==> config.mk <==
export PLATFORM = sky130hd
export DESIGN_NAME = ram_sp_async_read
export DESIGN_NICKNAME = d
export VERILOG_FILES = /design/src/rtl/ram_sp_async_read_pkg.sv /design/src/rtl/ram_sp_async_read.sv
export SDC_FILE = /design/constraint.sdc
export NUM_CORES = 1
export LEC_CHECK = 0
export CAP_MARGIN = 30
export CORE_MARGIN = 10
export CORE_UTILIZATION = 45
export DETAILED_ROUTE_END_ITERATION = 10
export GPL_TIMING_DRIVEN = 0
export SLEW_MARGIN = 5
export SYNTH_ARGS = -nofsm -noshare
export SYNTH_HDL_FRONTEND = slang
export SYNTH_SLANG_ARGS = --single-unit
==> constraint.sdc <==
create_clock -name clk -period 2.8 [get_ports clk]
set_input_delay 0.84 -clock clk [delete_from_list [all_inputs] [get_ports clk]]
set_output_delay 0.84 -clock clk [all_outputs]
set_load 0.01 [all_outputs]
==> src/rtl/ram_sp_async_read_pkg.sv <==
// Default geometry for the 16x8 scratch RAM.
// Instances that need a different shape override the module parameters.
package ram_sp_async_read_pkg;
   localparam int RAM_DATA_WIDTH = 8;
   localparam int RAM_ADDR_WIDTH = 4;
   localparam int RAM_DEPTH      = 16;
endpackage

==> src/rtl/ram_sp_async_read.sv <==
// Single-port scratch RAM with a synchronous write and a combinational read.
// Reset clears every word in one edge and takes priority over a coincident write.
module ram_sp_async_read
   import ram_sp_async_read_pkg::*;
#(
   parameter int DATA_WIDTH = RAM_DATA_WIDTH,
   parameter int ADDR_WIDTH = RAM_ADDR_WIDTH,
   parameter int DEPTH      = RAM_DEPTH
) (
   input  logic                  clk,
   input  logic                  reset,
   input  logic [DATA_WIDTH-1:0] data_in,
   input  logic [ADDR_WIDTH-1:0] address,
   input  logic                  write_en,
   output logic [DATA_WIDTH-1:0] data_out
);

   if (DEPTH > 2**ADDR_WIDTH) begin : g_bad_depth
      $error("ram_sp_async_read: DEPTH exceeds the address space");
   end

   // One extra bit so the limit itself is representable when DEPTH == 2**ADDR_WIDTH.
   localparam logic [ADDR_WIDTH:0] DEPTH_LIM = (ADDR_WIDTH+1)'(DEPTH);

   logic [DATA_WIDTH-1:0] mem [DEPTH];
   logic                  in_range;

   assign in_range = {1'b0, address} < DEPTH_LIM;

   always_ff @(posedge clk) begin
      if (reset) begin
         for (int i = 0; i < DEPTH; i++) mem[i] <= '0;
      end else if (write_en && in_range) begin
         mem[address] <= data_in;
      end
   end

   // Out-of-range addresses read as zero rather than aliasing onto a real word.
   assign data_out = in_range ? mem[address] : '0;

endmodule

## Word level (Yosys, flattened, before mapping)

Memory sizes are Yosys's and may differ from the RTL's.
Index checks and enable logic that the tools add are counted.

| storage, ports and cells | value |
|---|---|
| register bits | 0 |
| RAM bits | 128 |
| input port bits | 15 |
| output and inout bits | 8 |
| logic and storage cells | 10 |
| memories kept | 1 |

Memories:

| name | depth | bits a word | read ports | clocked after Yosys merged registers in | wr ports | RTL line | source |
|---|---|---|---|---|---|---|---|
| mem | 16 | 8 | 1 | 0 | 16 | ram_sp_async_read.sv:25 | `logic [DATA_WIDTH-1:0] mem [DEPTH];` |

| operators by class | value |
|---|---|
| multiplexer cells | 8 |
| reduce and logical (&&, ||, !) cells | 1 |

Operators by type and width:

| cell | number |
|---|---|
| 8-bit 2-to-1 mux | 1 |
| 8-bit OR reduction | 1 |
| 1-bit 2-to-1 mux | 6 |
| 4-bit 2-to-1 mux | 1 |

## Depth between registers and ports, before layout

| logic depth | value |
|---|---|
| word-level depth | 5 |
| depth in mapped cells | 5 |
| mapped depth without buffers | 3 |

## Worst setup path after synthesis

OpenSTA, ideal clock, no wires.

| timing path | value |
|---|---|
| path kind | in2out |
| start | input address[0] |
| end | output data_out[6] |
| data arrival time | 1.963 ns |
| required time | 1.960 ns |
| path slack | -0.003 ns |
| cell stages on the path | 5 |
| buffers on the path | 2 |
| cell sequence | buf_4 -> buf_6 -> mux4_2 -> a22oi_1 -> nand2_1 |

| on the way | value |
|---|---|
| cells in the longest elaborated chain, start to end | 1 |

Ends and longest elaborated chain:

| item | RTL line | source |
|---|---|---|
| from (decl) | ram_sp_async_read.sv:13 | `input logic [ADDR_WIDTH-1:0] address,` |
| memory 16 x 8 bit | n/a |  |
| to (decl) | ram_sp_async_read.sv:15 | `output logic [DATA_WIDTH-1:0] data_out` |

No other way between the ends.

## Final worst setup path

| timing path | value |
|---|---|
| start | input address[0] |
| end | output data_out[2] |

Same word-level chain as after synthesis.

==> impl_metrics.tcl <==
set metrics [dict create \
    synthCells 376 \
    routedWlPerCell_um 23.55 \
    ys_types 20 \
    cts.reportedPaths.clkPinSlew_ns 0.05 \
    port-buffer-count 21 \
    start_kind "input pin" \
    syn_area_um2 5881 \
    finalSetupTns_ns -0.9079 \
    yosysMostFrequentCell "and2_1" \
    layout_setup_ws_ns -0.1618 \
    async_flop_share_pct 0 \
    synth_edf_count 128 \
    yosys_register_bits 128 \
    worstPathArrival_ns 2.12 \
    routabilityCongestion 0.8609 \
    nNetsFinal 444 \
    drc 0 \
    worstSetupEndpointType "output pin" \
    p_leak_nw 2.525 \
    reg_top3 "mem (128)" \
    synth_common_cells "and2_1 (129), edfxtp_1 (128), mux4_2 (32), a22oi_1 (16), or2_2 (16)" \
    violations "negative setup slack" \
    period_share_pct 105.8 \
    vias 3255 \
    grt_pass1_vias 3560 \
    avgSynthCellArea_um2 15.64 \
    ios 23 \
    firstDrtPassIters 5 \
    hold_path.class "in2reg" \
    grt_usage_pct 17.21 \
    rsz0062_at_grt "true" \
    synth.largest_area_cell "edfxtp_1" \
    finalNonFillerCells 613 \
    synth_top_area_share_pct 65.36 \
    coreArea_um2 12720 \
    start_util_pct 46.22 \
    outcome "finished with violations" \
    yosys.area_share.adder_pct 0 \
    synth-xor-area-share_pct 0 \
    place_area_um2 6315 \
    die_area_um2 18040 \
    overflow 0 \
    finalSetupViolCount 8 \
    drtIter0Drc 256 \
    area_growth_pct 21.60 \
    synth_compound_area_share_pct 2.043 \
    tightestPinTransition_ns 0.6312 \
    cts_sinks 128 \
    wl_mm 14.44 \
    drive_gt1_share_pct 28.57 \
    drv_cap 0 \
    yosysWarnings 0 \
    yosys-top-cells-area "edfxtp_1 (65%), and2_1 (14%), mux4_2 (12%)" \
    finalHoldViolCount 0 \
    synth_top_family_by_area "simple AND/OR/NAND/NOR gates" \
    synthesis.nets 391 \
    ys.flop_type "edfxtp_1" \
    rows 41 \
    floorplan.die.width_um 134.3 \
    postRouteAntennaNets 0 \
    cts_tree "done" \
    grt_max_degree 17 \
    vias_per_cell 5.310 \
    ys_seq_area_share_pct 65.36 \
    vdd_drop_max_mv 0.3238 \
    htree_num_levels 4 \
    antenna_found_initial 0 \
    stdcell_area_um2 7151 \
    synthMuxAreaShare_pct 12.26 \
    yosys.area_share.simple_pct 18.68 \
    cts_hold_buf 0 \
    power_density_nw_per_um2 642.1 \
    fin_hold_ws_ns 1.058 \
    regMostFlops "mem" \
    antenna_cells 0 \
    path_class "in2out" \
    cp_max_fo 5 \
    hpwl_mm 9.449 \
    die_y_um 134.3 \
    largest_reg_flops 128 \
    maxSlewHeadroom_pct 57.69 \
    dp_slack_ns -1.406 \
    grt_first_pass_wirelength_mm 22.56 \
    clk_path_buf_depth 2 \
    cts_buffers 17 \
    fmax_mhz 337.6 \
    layout_min_cycle_time_ns 2.962 \
    post-place-cells 570 \
    critPathRequiredTime_ns 1.96 \
    clock-root-buffer "clkbuf_16" \
    slew_viol_final 0 \
]
-- worst paths after layout --
check           to        from  cells after the start  slack [ns]
max    data_out[2]  address[0]                      7       -0.16
min      mem[0][6]  address[0]                      3        1.06
-- cell type report --
type	instances	area, µm²
Fill cell	1078	5572
Sequential cell	128	3844
Multi-Input combinational cell	227	2016
Clock buffer	20	436.7
Timing Repair Buffer	36	390.4
Tap cell	172	215.2
Buffer	19	175.2
Clock inverter	11	73.82
-- worst max-delay path: stages --
cell	delay (ns)
buf_16	0.10
buf_12	0.12
buf_6	0.10
mux4_2	0.52
a22oi_2	0.20
nand2_1	0.08
buf_2	0.14
-- stage by stage --
stage          power [mW]  utilization [%]
6_report            4.591            56.21
5_1_grt             4.746            56.21
4_1_cts             4.619            56.05
3_5_place_dp        2.654            49.64
3_3_place_gp        2.644            49.60
2_1_floorplan       2.483                -
-- cell usage in the layout (no fill, tap or decap), types with 2 or more instances in the layout --
master	netlist	final
buf_2	6	9
a22oi_1	16	6
buf_8	0	3
clkdlybuf4s50_1	0	10
nor2_1	10	8
and2_1	129	128
buf_16	0	5
a22oi_2	0	10
nor2b_1	2	2
clkbuf_16	0	17
nand4bb_1	2	2
buf_12	0	4
or2_2	16	16
nand2_1	9	9
buf_4	1	7
buf_6	1	4
nand2b_1	2	2
clkinv_1	0	5
clkinv_2	0	5
clkbuf_1	12	13
nor2_2	3	4
edfxtp_1	128	128
nor3_2	0	3
mux4_2	32	32
-- power by group --
part	switching (mW)	total, mW	leakage, nW	internal, mW
Sequential	0.0271	2.24	1.22	2.22
Clock	0.737	1.92	0.255	1.19
Combinational	0.228	0.423	1.05	0.195
Total	0.991	4.59	2.53	3.60
-- routing by layer --
metal | vias to the layer above | global-route usage [%] | share of wire (%)
met2 | 66 | 28.11 | 53
met1 | 1665 | 21.43 | 42
met3 | 14 | 4.705 | 4.3
met4 | 0 | 6.167 | 1.6
met5 | - | 0 | 0
li1 | 1510 | - | -
-- logic make-up after synthesis --
family / Yosys count
DFF: 128
buffers and inverters: 21
AOI/OAI and AO/OA: 16
and+or+nand+nor: 179
muxes: 32
-- repair_timing --
| item | CTS | global route |
|---|---|---|
| gates cloned | 4 | 0 |
| pin swaps | 16 | 3 |
| gates resized for setup | 85 | 11 |
| buffers inserted | 9 | 1 |
| endpoints found under the setup margin | 16 | 32 |
Note: power is estimated with default switching activity, not from simulation.
